[config.mk]
export PLATFORM = sky130hd
export DESIGN_NAME = instr_fetch_rom
export DESIGN_NICKNAME = d
export VERILOG_FILES = /design/src/rtl/fetch_pkg.sv /design/src/rtl/fetch_skid_fifo.sv /design/src/rtl/instr_fetch_rom.sv
export SDC_FILE = /design/constraint.sdc
export NUM_CORES = 1
export LEC_CHECK = 0
export BUFFER_PORTS_ARGS = -buffer_cell sky130_fd_sc_hd__buf_2
export CAP_MARGIN = 0
export CORE_MARGIN = 4
export CORE_UTILIZATION = 35
export CTS_CLUSTER_SIZE = 12
export DETAILED_ROUTE_END_ITERATION = 8
export GPL_TIMING_DRIVEN = 0
export HOLD_SLACK_MARGIN = 0.15
export PLACE_DENSITY = 0.55
export SLEW_MARGIN = 15
export SYNTH_ARGS = -nofsm -noshare
export SYNTH_HDL_FRONTEND = slang
export SYNTH_HIERARCHICAL = 1
export SYNTH_SLANG_ARGS = --single-unit
[constraint.sdc]
create_clock -name clk -period 2.3 [get_ports clk]
set_input_delay 0.345 -clock clk [delete_from_list [all_inputs] [get_ports clk]]
set_output_delay 0.345 -clock clk [all_outputs]
set_load 0.005 [all_outputs]
[src/rtl/fetch_pkg.sv]
// Shared defaults and ROM contents for the instruction fetch block.
package fetch_pkg;

  localparam int unsigned DefDataWidth = 32;
  localparam int unsigned DefAddrWidth = 6;
  localparam int unsigned DefResetPc   = 0;
  localparam int unsigned RomWordWidth = 64;

  // ROM word i holds i; callers resize the result to their data width.
  function automatic logic [RomWordWidth-1:0] rom_word(input logic [RomWordWidth-1:0] addr);
    return addr;
  endfunction

endpackage

[src/rtl/fetch_skid_fifo.sv]
// Two-entry head-first FIFO; the head slot keeps its last value when the FIFO empties.
module fetch_skid_fifo #(
  parameter int unsigned WIDTH = 8
) (
  input  logic             clk,
  input  logic             reset,
  input  logic             push,
  input  logic             pop,
  input  logic             flush,
  input  logic [WIDTH-1:0] wdata,
  output logic [1:0]       count,
  output logic [WIDTH-1:0] head
);

  logic [WIDTH-1:0] slot0_q, slot0_d, slot1_q, slot1_d;
  logic [1:0]       count_q, count_d;
  logic             do_pop, do_push;

  assign do_pop  = pop && (count_q != 2'd0);
  assign do_push = push && ((count_q != 2'd2) || do_pop);

  always_comb begin
    slot0_d = slot0_q;
    slot1_d = slot1_q;
    count_d = count_q;
    if (flush) begin
      count_d = 2'd0;
    end else begin
      case ({do_push, do_pop})
        2'b10: begin
          count_d = count_q + 2'd1;
          if (count_q == 2'd0) slot0_d = wdata;
          else                 slot1_d = wdata;
        end
        2'b01: begin
          count_d = count_q - 2'd1;
          if (count_q == 2'd2) slot0_d = slot1_q;
        end
        2'b11: begin
          if (count_q == 2'd1) begin
            slot0_d = wdata;
          end else begin
            slot0_d = slot1_q;
            slot1_d = wdata;
          end
        end
        default: ;
      endcase
    end
  end

  always_ff @(posedge clk or posedge reset) begin
    if (reset) begin
      slot0_q <= '0;
      slot1_q <= '0;
      count_q <= 2'd0;
    end else begin
      slot0_q <= slot0_d;
      slot1_q <= slot1_d;
      count_q <= count_d;
    end
  end

  assign count = count_q;
  assign head  = slot0_q;

endmodule

[src/rtl/instr_fetch_rom.sv]
// PC-driven instruction ROM feeding a 2-entry valid/ready buffer with redirect flush.
// Define FETCH_PERF_CNT_EN to add a saturating 16-bit pop counter output (fetch_count).
module instr_fetch_rom
  import fetch_pkg::*;
#(
  parameter int unsigned DATA_WIDTH = DefDataWidth,
  parameter int unsigned ADDR_WIDTH = DefAddrWidth,
  parameter int unsigned DEPTH      = 2 ** ADDR_WIDTH,
  parameter int unsigned RESET_PC   = DefResetPc
) (
  input  logic                  clk,
  input  logic                  reset,
  input  logic                  run,
  input  logic                  redirect_valid,
  input  logic [ADDR_WIDTH-1:0] redirect_addr,
  output logic                  instr_valid,
  input  logic                  instr_ready,
  output logic [DATA_WIDTH-1:0] instr_data,
  output logic [ADDR_WIDTH-1:0] instr_addr,
  output logic                  pc_wrap
`ifdef FETCH_PERF_CNT_EN
  ,
  output logic [15:0]           fetch_count
`endif
);

  localparam int unsigned PayloadWidth = ADDR_WIDTH + DATA_WIDTH;

  logic [ADDR_WIDTH-1:0]   pc_q, pc_d;
  logic                    pc_wrap_q, pc_wrap_d;
  logic [1:0]              count;
  logic [PayloadWidth-1:0] head;
  logic [DATA_WIDTH-1:0]   rom_data;
  logic                    pop, capture;

  assign instr_valid = (count != 2'd0);
  assign pop         = instr_valid && instr_ready;
  assign capture     = run && !redirect_valid && ((count != 2'd2) || pop);
  assign rom_data    = DATA_WIDTH'(rom_word(RomWordWidth'(pc_q)));

  // Redirect wins over capture; the pc increment wraps naturally since DEPTH = 2**ADDR_WIDTH.
  always_comb begin
    pc_d      = pc_q;
    pc_wrap_d = 1'b0;
    if (redirect_valid) begin
      pc_d = redirect_addr;
    end else if (capture) begin
      pc_d      = pc_q + ADDR_WIDTH'(1);
      pc_wrap_d = (pc_q == ADDR_WIDTH'(DEPTH - 1));
    end
  end

  always_ff @(posedge clk or posedge reset) begin
    if (reset) begin
      pc_q      <= ADDR_WIDTH'(RESET_PC);
      pc_wrap_q <= 1'b0;
    end else begin
      pc_q      <= pc_d;
      pc_wrap_q <= pc_wrap_d;
    end
  end

  fetch_skid_fifo #(
    .WIDTH (PayloadWidth)
  ) u_buf (
    .clk   (clk),
    .reset (reset),
    .push  (capture),
    .pop   (pop),
    .flush (redirect_valid),
    .wdata ({pc_q, rom_data}),
    .count (count),
    .head  (head)
  );

  assign instr_addr = head[PayloadWidth-1 -: ADDR_WIDTH];
  assign instr_data = head[DATA_WIDTH-1:0];
  assign pc_wrap    = pc_wrap_q;

`ifdef FETCH_PERF_CNT_EN
  logic [15:0] fetch_count_q;

  always_ff @(posedge clk or posedge reset) begin
    if (reset) begin
      fetch_count_q <= 16'd0;
    end else if (pop && (fetch_count_q != 16'hFFFF)) begin
      fetch_count_q <= fetch_count_q + 16'd1;
    end
  end

  assign fetch_count = fetch_count_q;
`endif

endmodule
# Yosys cells after proc, flatten, opt, wreduce, memory -nomap -nowiden
# Cells that the tools add are included.
# word_totals
ff_bits,85
out_inout_bits,40
word_cells,49
# op_classes
n_addsub,3
eq_ne,11
mux,13
bitwise_logic,1
reduce_logical,16
# ops
cell,count
38-bit 2-to-1 mux,5
38-bit case mux with 3 select lines,1
38-bit case mux with 2 select lines,1
6-bit 2-to-1 mux,2
4-bit AND reduction,2
6-bit by 1-bit adder with 6-bit output (second input constant),1
2-bit == test (second input constant),3
6-bit == test (second input constant),1
2-bit inequality test (second input constant),3
2-bit nonzero test,3
3-bit nonzero test,2
1-bit logical AND,5
2-bit by 1-bit == test with 1-bit output (second input constant),2
2-bit by 1-bit inequality test with 1-bit output (second input constant),2
2-bit case mux with 2 select lines,1
2-bit by 1-bit adder with 2-bit output (second input constant),1
2-bit zero test,1
1-bit logical OR,2
1-bit 2-to-1 mux,2
2-bit 2-to-1 mux,1
2-bit by 1-bit subtractor with 2-bit output (second input constant),1
1-bit zero test,1
1-bit inverter,1

# Logic depth before layout (Yosys ltp)
# Gate-level depths: netlist of run 1.
# logic_depth
word_depth,8
ltp_mapped,9

# By module
# Netlist of run 1, hierarchy kept.
# by_module_without_submodules
module,n_inst,cells_per_inst,area_per_inst_um2,seq_area_each_um2
fetch_skid_fifo,1,269,3378.2,1951.9
instr_fetch_rom,1,48,436.7,175.2

# Worst setup path after synthesis of run 1
# Ideal clock, no wire load.
# synth_path
kind,register to register
from,reg u_buf.count_q[0] (netlist: u_buf/count[0])
to,reg u_buf.slot1_q[0]
setup_ns,0.125
t_arrival_ns,1.866
setup_slack_ns,0.310
stages_incl_launch_ff,8
n_path_buf,2
cell_sequence,dfrtp_1 > or3b_2 > nand2_1 > nor2_1 > nand3_1 > buf_2 > buf_4 > mux2_2
# synth_between
elab_chain_cells,8
# synth_rtl
item,line_no,text
start: declaration,fetch_skid_fifo.sv:16,"logic [1:0] count_q, count_d;"
start signal: assignment,fetch_skid_fifo.sv:60,count_q <= count_d;
2-bit nonzero test,instr_fetch_rom.sv:36,assign instr_valid = (count != 2'd0);
1-bit logical AND,instr_fetch_rom.sv:37,assign pop = instr_valid && instr_ready;
1-bit logical OR (*),instr_fetch_rom.sv:38,assign capture = run && !redirect_valid && ((count != 2'd2) || pop);
1-bit logical AND (*),instr_fetch_rom.sv:38,
named net capture,instr_fetch_rom.sv:34,"logic pop, capture;"
1-bit logical AND (*),fetch_skid_fifo.sv:20,assign do_push = push && ((count_q != 2'd2) || do_pop);
2-bit == test,fetch_skid_fifo.sv:29,"case ({do_push, do_pop})"
2-bit inequality test (no source line) / 2-bit nonzero test (equally long branches),n/a,
4-bit AND reduction (no source line),n/a,
end signal: assignment,fetch_skid_fifo.sv:59,slot1_q <= slot1_d;
end: declaration,fetch_skid_fifo.sv:15,"logic [WIDTH-1:0] slot0_q, slot0_d, slot1_q, slot1_d;"
# Mark *: on every way through the listed nets, which the timed path passes. The rest lies on a longest branch.
# A chain may end at the register's enable or synchronous reset.

# Worst setup path after layout of run 1
# layout_path
from,reg u_buf.count_q[0] (netlist: u_buf/count[0])
to,reg u_buf.slot1_q[2]
# Same word-level chain as after synthesis.

==> results_dict.tcl, run 1 <==
set metrics [dict create \
    dieArea_um2 12600 \
    met1_capacity_usage_during_global_routing_pct 17.5 \
    first_drt_iteration_drcs 99 \
    placedCellCount 556 \
    die_w_um 112 \
    synth_compound_gate_area_share_pct 8.46 \
    floorplan.initialDensity_pct 36.5 \
    io_buffer_count 50 \
    grt_max_degree 35 \
    layout-drive-gt1-share_pct 30.5 \
    min_path_cells 3 \
    max_cap_violations 0 \
    clockBufferDepth 2 \
    worstSkewPairLatency_ns 0.35 \
    postRouteAntennaNets 0 \
    final_max_slew_viol_count 0 \
    clock_skew_ns 0.00844 \
    cts.htree.levels 3 \
    synth-seq-cells 85 \
    tritoncts_buffers 9 \
    upper_clock_frequency_limit_ghz 0.458 \
    timing_worst_setup_path_type "reg -> reg" \
    synthArstFlopShare_pct 100 \
    timing.hold.worst.start "redirect_addr[3]" \
    ff2ff_path_depth 7 \
    finish.cell_count_without_fillers 572 \
    path_buf_inv 2 \
    post_synth_instance_area_um2 3810 \
    required_ns 2.53 \
    grt_antenna_before_repair 0 \
    placementRows 37 \
    multiInputGateArea_um2 1730 \
    yosys-mux-area-fraction_pct 22.0 \
    slowest_delay_ns 0.51 \
    status "complete, no violations" \
    wl_final_um 7720 \
    end_kind "flop" \
    r2r_slack_ns 0.12 \
    cts.sink_count 85 \
    finalHoldViolations 0 \
    gp_routability_congestion 0.697 \
    remaining_drc_errors 0 \
    arrival_ns 2.42 \
    nNetsFinal 447 \
    placedInstanceArea_um2 4470 \
    synth_enable_flop_cells 0 \
    post-dp-hpwl_um 5420 \
    layout-area-overhead-vs-synth_pct 22.2 \
    critical_path.startpoint_type "flop" \
    synth_top_family_by_area "multiplexers" \
    syn-instance-count 317 \
    global_route.usage.met3_pct 4.10 \
    critical-path-slowest-cell "or3b_2" \
    antennaDiodeCount 0 \
    layout.filler_cells 1039 \
    drt_pre_antenna_iters 4 \
    syn_area_per_cell_um2 12.0 \
    seq_area_um2 2130 \
    crit-reg2reg-capture "u_buf/slot1_q[2]$_DFFE_PP0P_" \
    placeableCoreArea_um2 10500 \
    finalHoldWorstSlack_ns 0.218 \
    via_count 2628 \
    leakage_dissipation_nw 2.38 \
    synth_seq_area_share_pct 55.8 \
    gr-total-overflow 0 \
    floorplan.io_pins 51 \
    synth_top_area_cell "dfrtp_1" \
    global_route.usage.total_pct 13.3 \
    cp-startpoint "u_buf/count[0]$_DFFE_PP0P_" \
    timing.setup.tns_ns 0 \
    timing.final.crit_share_pct 95.0 \
    synth_adder_area_share_pct 1.31 \
    grt_pass1_vias 2708 \
    power.density_nw_per_um2 1020 \
    min_delay_worst_endpoint "pc_q[3]$_DFFE_PP0P_" \
    synthSimpleGateAreaFrac_pct 8.33 \
    path_delay_family "simple AND/OR/NAND/NOR gates" \
    drt_via_density 4.59 \
    met2_usage_pct 21.3 \
    ys_types 38 \
    cts_tree "built" \
    wl_per_cell_um 13.5 \
    yosys.area.top_type_share_pct 55.8 \
    worst_r2r_startpoint "u_buf/count[0]$_DFFE_PP0P_" \
    number_of_warnings_issued_by_yosys 6 \
    final_worst_path_period_need_ns 2.18 \
    layout.cell_area.non_filler_um2 4660 \
    worst_ir_drop_vdd_mv 0.667 \
    finalSetupViolations 0 \
    postSynth.topFlopCell "dfrtp_1" \
    global_route_wire_length_before_repair_um 13500 \
    floorplan.die.height_um 112 \
    min_path_type "in -> reg" \
    cts.reportedPaths.clkPinSlew_ns 0.07 \
    critical_path.max_fanout 10 \
    cts_root_buffer "clkbuf_8" \
    synth.area.top_cells "dfrtp_1 (56%), mux2_2 (12%), mux2i_1 (10%), a21oi_1 (4.9%), nor2_1 (4.6%)" \
    grt-busiest-layer "met2" \
    synthXorXnorAreaFrac_pct 0 \
    cells_along_the_critical_path "or3b_2 -> nand2_1 -> nor2_4 -> nand3_1 -> clkbuf_4 -> buf_4 -> mux2_2" \
]
==> power breakdown <==
group	internal (W)	switching, W
registers	0.00216	0.000353
clock network	0.000412	0.000508
logic	0.000749	0.000586
==> per-layer routing <==
metal | share of wire, % | routed length (um)
met1 | 46 | 3590
met2 | 48 | 3710
met3 | 4.3 | 331
met4 | 1.2 | 91
met5 | 0 | 0
==> cells by family (layout without fill, tap and decap cells) <==
group                      after synthesis  count (layout)
DFF                                     85              85
muxes                                   79              79
and+or+nand+nor                         69              69
AOI/OAI and AO/OA                       55              55
buffers and inverters                   24              92
adders and majority gates                4               4
other                                    1              52
==> state kept, by name, summed over array words and instances, names as in the netlist <==
signal and flops:
pc_wrap 1, u_buf/head 38, pc_q 6, u_buf/slot1_q 38, u_buf/count 2
==> per-stage QoR <==
| stage | setup slack [ns] | utilization [%] | power (W) |
|---|---|---|---|
| after global routing | -0.000288 | 44.6 | 0.00517 |
| after floorplan | 0.310 | - | 0.00333 |
| final | 0.115 | 44.6 | 0.00477 |
| after global placement | -0.0749 | 42.3 | 0.00384 |
| after detailed placement | -0.104 | 42.7 | 0.00391 |
| after CTS | 0.0309 | 44.4 | 0.00486 |
==> cell usage in the layout, fill, tap and decap left out, types with 3 or more instances in the layout <==
cell	instances
mux2i_1	40
nor2_1	46
o21ai_0	3
clkinvlp_4	3
a21oi_1	37
buf_2	56
dfrtp_1	84
clkbuf_4	3
ha_1	4
conb_1	52
buf_6	5
clkbuf_8	10
inv_1	5
buf_4	4
nand2_1	4
a31oi_1	3
nand3_1	3
mux2_2	39
==> worst max-delay path by stage <==
stage	depth (start not counted)	to	slack, ns
floorplan	7	u_buf/slot1_q[0]$_DFFE_PP0P_	0.31
global placement	8	u_buf/head[35]$_DFFE_PP0P_	-0.07
detailed placement	8	u_buf/head[29]$_DFFE_PP0P_	-0.10
CTS	7	u_buf/slot1_q[1]$_DFFE_PP0P_	0.03
global route	7	u_buf/slot1_q[5]$_DFFE_PP0P_	-0.0003
finish	7	u_buf/slot1_q[2]$_DFFE_PP0P_	0.12
==> repair_timing <==
| action | 4_1_cts | 5_1_grt |
|---|---|---|
| pin swaps | 0 | 1 |
| setup buffers | 0 | 0 |
| gates resized for setup | 1 | 5 |
| endpoints found under the setup margin | 36 | 41 |
| hold buffers | 1 | 0 |
| endpoints found under the hold margin | 18 | 0 |
| cloned | 0 | 0 |
==> synth_stat cells (3+ instances only) <==
cell type and number:
dfrtp_1 85, nor2_1 47, mux2i_1 40, mux2_2 39, a21oi_1 37, buf_2 9, inv_1 6, buf_6 5
buf_4 4, ha_1 4, nand2_1 4, a31oi_1 3, nand3_1 3, o21ai_0 3
==> layout make-up <==
cell class | instances | share of cell area (%)
buffer | 18 | 2.98
sequential | 85 | 45.6
tap | 136 | 3.65
timing repair buffer | 53 | 6.44
inverter | 6 | 0.563
multi-input combinational | 259 | 37.2
clock inverter | 4 | 0.537
clock buffer | 11 | 3.03
==> worst reg2reg max path, stage by stage (launching register included) <==
cell and delay, ns:
dfrtp_1 0.44, or3b_2 0.51, nand2_1 0.15, nor2_4 0.07, nand3_1 0.09, clkbuf_4 0.23, buf_4 0.23, mux2_2 0.35
No activity file was read; power rests on OpenSTA's default activity.
==> run 2: changes to the inputs <==
--- a/config.mk
+++ b/config.mk
@@ -7,13 +7,13 @@
 export LEC_CHECK = 0
 export BUFFER_PORTS_ARGS = -buffer_cell sky130_fd_sc_hd__buf_2
 export CAP_MARGIN = 0
-export CORE_MARGIN = 4
 export CORE_UTILIZATION = 35
 export CTS_CLUSTER_SIZE = 12
 export DETAILED_ROUTE_END_ITERATION = 8
 export GPL_TIMING_DRIVEN = 0
 export HOLD_SLACK_MARGIN = 0.15
 export PLACE_DENSITY = 0.55
+export SETUP_SLACK_MARGIN = 0.3
 export SLEW_MARGIN = 15
 export SYNTH_ARGS = -nofsm -noshare
 export SYNTH_HDL_FRONTEND = slang
==> run 2 against run 1 <==
Worst hold slack worse by 0.015 ns. Non-clock buffer count up 14. Routed wire length up 7.4%. First-iteration DRC count down 20%. Critical endpoint is now u_buf/slot1_q[4]$_DFFE_PP0P_. Highest routed layer unchanged.
==> results_dict.tcl, run 2 (synthesis gave the netlist of run 1 again) <==
set metrics [dict create \
    postLayoutSetupSlackWorst_ns 0.338 \
    global_route.usage.met3_pct 4.54 \
    place_worst_setup_slack_ns -0.132 \
    seq_area_um2 2130 \
    timing_worst_setup_path_type "reg -> reg" \
    finalSetupViolations 0 \
    postRouteAntennaNets 0 \
    grt_max_degree 32 \
    power.density_nw_per_um2 1000 \
    worst_r2r_startpoint "u_buf/count[0]$_DFFE_PP0P_" \
    leakage_dissipation_nw 2.49 \
    floorplan.initialDensity_pct 36.5 \
    critical_path.max_fanout 10 \
    wl_per_cell_um 14.1 \
    min_path_cells 3 \
    dieArea_um2 11300 \
    placeableCoreArea_um2 10500 \
    ff2ff_path_depth 8 \
    critical-path-slowest-cell "dfrtp_1" \
    nNetsFinal 461 \
    floorplan.io_pins 51 \
    timing.hold.worst.start "redirect_addr[3]" \
    floorplan.die.height_um 106 \
    critical_path.startpoint_type "flop" \
    layout.filler_cells 1026 \
    grt_antenna_before_repair 0 \
    grt_setup_unrepaired "yes" \
    grt_pass1_vias 2630 \
    end_kind "flop" \
    min_path_type "in -> reg" \
    post-dp-hpwl_um 5400 \
    drt_via_density 4.63 \
    required_ns 2.54 \
    final_max_slew_viol_count 0 \
    arrival_ns 2.21 \
    clock_skew_ns 0.0105 \
    remaining_drc_errors 0 \
    cts_root_buffer "clkbuf_8" \
    cells_along_the_critical_path "or3b_4 -> nand2_4 -> nor2_4 -> buf_4 -> nand3_2 -> buf_6 -> buf_8 -> mux2_2" \
    worst_ir_drop_vdd_mv 0.489 \
    crit-reg2reg-capture "u_buf/slot1_q[4]$_DFFE_PP0P_" \
    wl_final_um 8290 \
    most-common-layout-cells "dfrtp_1 (84), buf_2 (52), conb_1 (52), nor2_1 (46), mux2_2 (39)" \
    layout-drive-gt1-share_pct 34.6 \
    global_route_wire_length_before_repair_um 13200 \
    final_worst_path_period_need_ns 1.96 \
    max_cap_violations 0 \
    final_common_cell "dfrtp_1" \
    io_buffer_count 50 \
    worstSkewPairLatency_ns 0.36 \
    upper_clock_frequency_limit_ghz 0.510 \
    r2r_slack_ns 0.34 \
    status "complete, no violations" \
    die_w_um 106 \
    min_delay_worst_endpoint "pc_q[3]$_DFFE_PP0P_" \
    cts.htree.levels 3 \
    cts_tree "built" \
    placementRows 37 \
    antennaDiodeCount 0 \
    timing.setup.tns_ns 0 \
    cts.reportedPaths.clkPinSlew_ns 0.09 \
    via_count 2715 \
    met2_usage_pct 23.9 \
    gp_routability_congestion 0.778 \
    layout-area-overhead-vs-synth_pct 29.6 \
    finalHoldViolations 0 \
    tritoncts_buffers 9 \
    gr-total-overflow 0 \
    global_route.usage.total_pct 15.3 \
    clockBufferDepth 2 \
    slowest_delay_ns 0.43 \
    path_delay_family "simple AND/OR/NAND/NOR gates" \
    grt-busiest-layer "met2" \
    multiInputGateArea_um2 1780 \
    cts.sink_count 85 \
    path_buf_inv 3 \
    met1_capacity_usage_during_global_routing_pct 20.1 \
    drt_pre_antenna_iters 4 \
    first_drt_iteration_drcs 79 \
    timing.final.crit_share_pct 85.3 \
]
run 2: worst min-delay path: stages:
cell	delay, ns
buf_2	0.08
nand2_1	0.04
nand3_1	0.06
run 2: repair_timing:
item                                   4_1_cts  5_1_grt
cloned                                       0        2
setup buffers                                6        6
endpoints found under the hold margin       24        0
pin swaps                                    2        4
setup endpoints to repair                   76       65
resized for setup                           15       28
hold buffers                                 1        0
run 2: metrics by stage:
step / instances / area (um^2) / utilization (%) / total power [W] / hold WS (ns)
global route: 587 / 4950 / 47.3 / 0.00531 / 0.201
CTS: 579 / 4760 / 45.5 / 0.00494 / 0.180
floorplan: 368 / 4010 / - / 0.00333 / 0.148
global placement: 554 / 4430 / 42.3 / 0.00384 / 0.327
detailed placement: 556 / 4470 / 42.7 / 0.00391 / 0.334
finish: 587 / 4950 / 47.3 / 0.00495 / 0.203
run 2: worst max path at each step:
stage / from / end / slack (ns) / depth (start not counted)
floorplan: u_buf/count[0]$_DFFE_PP0P_ / u_buf/slot1_q[0]$_DFFE_PP0P_ / 0.31 / 7
global placement: u_buf/count[1]$_DFFE_PP0P_ / u_buf/head[1]$_DFFE_PP0P_ / -0.1 / 8
detailed placement: u_buf/count[1]$_DFFE_PP0P_ / u_buf/head[37]$_DFFE_PP0P_ / -0.13 / 8
CTS: u_buf/count[1]$_DFFE_PP0P_ / u_buf/head[37]$_DFFE_PP0P_ / 0.27 / 9
global route: u_buf/count[1]$_DFFE_PP0P_ / u_buf/head[22]$_DFFE_PP0P_ / 0.27 / 9
finish: u_buf/count[0]$_DFFE_PP0P_ / u_buf/slot1_q[4]$_DFFE_PP0P_ / 0.34 / 8
run 2: cell type report:
type	count	share of cell area, %
plain buffers	18	4.28
well taps	136	3.44
clock buffers	9	2.50
inverters	6	0.531
multi-input cells	259	35.9
clock inverters	7	1.16
flip-flops and latches	85	43.0
repair buffers	67	9.13
run 2: per-layer routing:
| metal | up-vias | routed length (um) |
|---|---|---|
| met5 | - | 0 |
| met4 | 0 | 105 |
| met3 | 10 | 325 |
| met2 | 56 | 3960 |
| met1 | 1331 | 3900 |
| li1 | 1318 | - |
run 2: power breakdown:
| group | leakage [nW] | internal [W] | switching (W) |
|---|---|---|---|
| Sequential | 0.994 | 0.00216 | 0.000367 |
| Combinational | 1.41 | 0.000817 | 0.000611 |
| Clock | 0.0881 | 0.000407 | 0.000589 |
==> run 3: changes to the inputs <==
--- a/config.mk
+++ b/config.mk
@@ -5,14 +5,16 @@
 export SDC_FILE = /design/constraint.sdc
 export NUM_CORES = 1
 export LEC_CHECK = 0
-export BUFFER_PORTS_ARGS = -buffer_cell sky130_fd_sc_hd__buf_2
+export BUFFER_PORTS_ARGS = -buffer_cell sky130_fd_sc_hd__clkbuf_2
 export CAP_MARGIN = 0
+export CORE_ASPECT_RATIO = 0.6
 export CORE_UTILIZATION = 35
 export CTS_CLUSTER_SIZE = 12
 export DETAILED_ROUTE_END_ITERATION = 8
 export GPL_TIMING_DRIVEN = 0
 export HOLD_SLACK_MARGIN = 0.15
 export PLACE_DENSITY = 0.55
+export RECOVER_POWER = 50
 export SETUP_SLACK_MARGIN = 0.3
 export SLEW_MARGIN = 15
 export SYNTH_ARGS = -nofsm -noshare
==> run 3 against run 2 <==
Clock power is 40% higher. Power grew 9.5%. Critical path depth increased by 1. Final area increased by 4.9%. Worst setup slack better by 0.0030 ns. Sequential share of layout area down 2.0 points. Highest routed layer unchanged. Via count shrank 0.85%. Combinational power rose by 3%.
==> results_dict.tcl, run 3 (synthesis gave the netlist of run 1 again) <==
set metrics [dict create \
    status "complete, no violations" \
    floorplan.io_pins 51 \
    via_count 2692 \
    post-dp-hpwl_um 5380 \
    drt_via_density 4.53 \
    finalHoldWorstSlack_ns 0.219 \
    switching_share_pct 28.5 \
    clockBufferDepth 2 \
    fin_util_pct 49.0 \
    antennaDiodeCount 0 \
    min_path_cells 2 \
    placedInstanceArea_um2 4470 \
    slew_headroom_pct 40.4 \
    cts.htree.levels 3 \
    switching_power_summed_over_all_nets_w 0.00155 \
    critical_path.max_fanout 7 \
    gp_routability_congestion 0.774 \
    cts.sink_count 85 \
    p_comb_share_pct 27.2 \
    wl_final_um 7990 \
    upper_clock_frequency_limit_ghz 0.511 \
    worstMarginPinSlew_ns 0.894 \
    layout-drive-gt1-share_pct 35.8 \
    worstSkewPairLatency_ns 0.33 \
    final_worst_path_period_need_ns 1.96 \
    postRouteAntennaNets 0 \
    worst_ir_drop_vdd_mv 0.412 \
    finalHoldViolations 0 \
    io_buffer_count 50 \
    global_route_wire_length_before_repair_um 12900 \
    critical-path-slowest-cell "dfrtp_2" \
    die_w_um 137 \
    grt_antenna_before_repair 0 \
    final_common_cell "dfrtp_1" \
    min_path_type "in -> reg" \
    wl_per_cell_um 13.4 \
    clock_skew_ns 0.00487 \
    required_ns 2.51 \
    tritoncts_buffers 9 \
    floorplan.die.height_um 82.9 \
    nNetsFinal 467 \
    end_kind "flop" \
    clockPowerShare_pct 25.8 \
    layout.cell_area.non_filler_um2 5190 \
    remaining_drc_errors 0 \
    cts_tree "built" \
    finish.cell_count_without_fillers 594 \
    grt_max_degree 37 \
    critical_path.startpoint_type "flop" \
    floorplan.initialDensity_pct 36.0 \
    arrival_ns 2.17 \
    placeableCoreArea_um2 10600 \
    grt_pass1_vias 2589 \
    timing_worst_setup_path_type "reg -> reg" \
    placementRows 29 \
    layout-area-overhead-vs-synth_pct 36.0 \
    slowest_delay_ns 0.44 \
    seqPwrFrac_pct 47.1 \
    timing.final.crit_share_pct 85.2 \
    final_max_slew_viol_count 0 \
    power.density_nw_per_um2 1040 \
    gr-total-overflow 0 \
    global_route.usage.total_pct 14.9 \
    finalSetupViolations 0 \
    cell_internal_pwr_w 0.00387 \
    max_cap_violations 0 \
    dieArea_um2 11300 \
    leakage_dissipation_nw 2.58 \
    cts_root_buffer "clkbuf_16" \
    grt_setup_unrepaired "yes" \
    cells_along_the_critical_path "buf_4 -> inv_1 -> ha_4 -> nand2b_4 -> a21o_1 -> buf_8 -> buf_12 -> mux2i_2 -> a21oi_1" \
    timing.setup.tns_ns 0 \
    most-common-layout-cells "dfrtp_1 (83), conb_1 (52), clkbuf_2 (47), nor2_1 (45), mux2_2 (39)" \
    first_drt_iteration_drcs 162 \
    drt_pre_antenna_iters 4 \
    ff2ff_path_depth 9 \
    cts.reportedPaths.clkPinSlew_ns 0.06 \
    placedCellCount 559 \
]
## run 3: cell types whose count changed in the layout (fill, tap and decap cells not counted), moves of 3 or more
cell       change
buf_2         -50
buf_4          +3
clkbuf_1       +7
clkbuf_16     +11
clkbuf_2      +47
clkbuf_8       -8
mux2i_1        -4
mux2i_2        +3
## run 3: per-stage QoR
stage               total power (W)  setup slack [ns]
global placement            0.00383           -0.0340
global route                0.00579             0.271
CTS                         0.00538             0.293
floorplan                   0.00333             0.310
detailed placement          0.00391           -0.0724
finish                      0.00542             0.341
## run 3: cell type report
class                      instances  area, um^2
multi-input combinational        259        1830
timing repair buffer              73         509
fill                            1002        5410
clock inverter                     2        35.0
sequential                        85        2130
inverter                           6        27.5
tap                              139         174
buffer                            18         233
clock buffer                      12         246
## run 3: worst max-delay path, delay by kind of cell, from the launching register on
kind,cells,cell delay (ns)
muxes,1,0.23
buffers and inverters,4,0.60
adders and majority gates,1,0.18
AOI/OAI and AO/OA,2,0.26
DFF,1,0.44
and+or+nand+nor,1,0.12
## run 3: final timing paths
kind	end	slack, ns	startpoint
max in group asynchronous	u_buf/count[0]$_DFFE_PP0P_	0.57	reset
setup reg to reg	u_buf/head[24]$_DFFE_PP0P_	0.34	u_buf/count[1]$_DFFE_PP0P_
setup / recovery	u_buf/head[24]$_DFFE_PP0P_	0.34	u_buf/count[1]$_DFFE_PP0P_
hold reg to reg	u_buf/slot1_q[12]$_DFFE_PP0P_	0.50	u_buf/slot1_q[12]$_DFFE_PP0P_
min in group asynchronous	pc_q[3]$_DFFE_PP0P_	0.50	reset
hold / removal	pc_q[5]$_DFFE_PP0P_	0.22	redirect_addr[5]
## run 3: per-layer routing
metal	GRT usage, %	wire [um]	vias to the layer above
met2	21.2	3410	42
met4	4.20	74	0
met1	21.6	4160	1302
li1	-	-	1341
met5	0	0	-
met3	4.64	337	7
## run 3: power by group through the flow
| stage | combinational [W] | clock [W] | sequential (W) |
|---|---|---|---|
| finish | 0.00147 | 0.00140 | 0.00255 |
| global route | 0.00165 | 0.00150 | 0.00264 |
| CTS | 0.00139 | 0.00145 | 0.00254 |
| detailed placement | 0.00134 | 0 | 0.00257 |
| global placement | 0.00130 | 0 | 0.00253 |
| floorplan | 0.000828 | 0 | 0.00251 |
## run 3: repair_timing
action,in CTS,in global routing
setup endpoints to repair,60,68
hold buffers,1,0
gates resized for setup,19,39
setup buffers,8,8
cloned,0,4
pin swaps,3,7
endpoints found under the hold margin,15,0
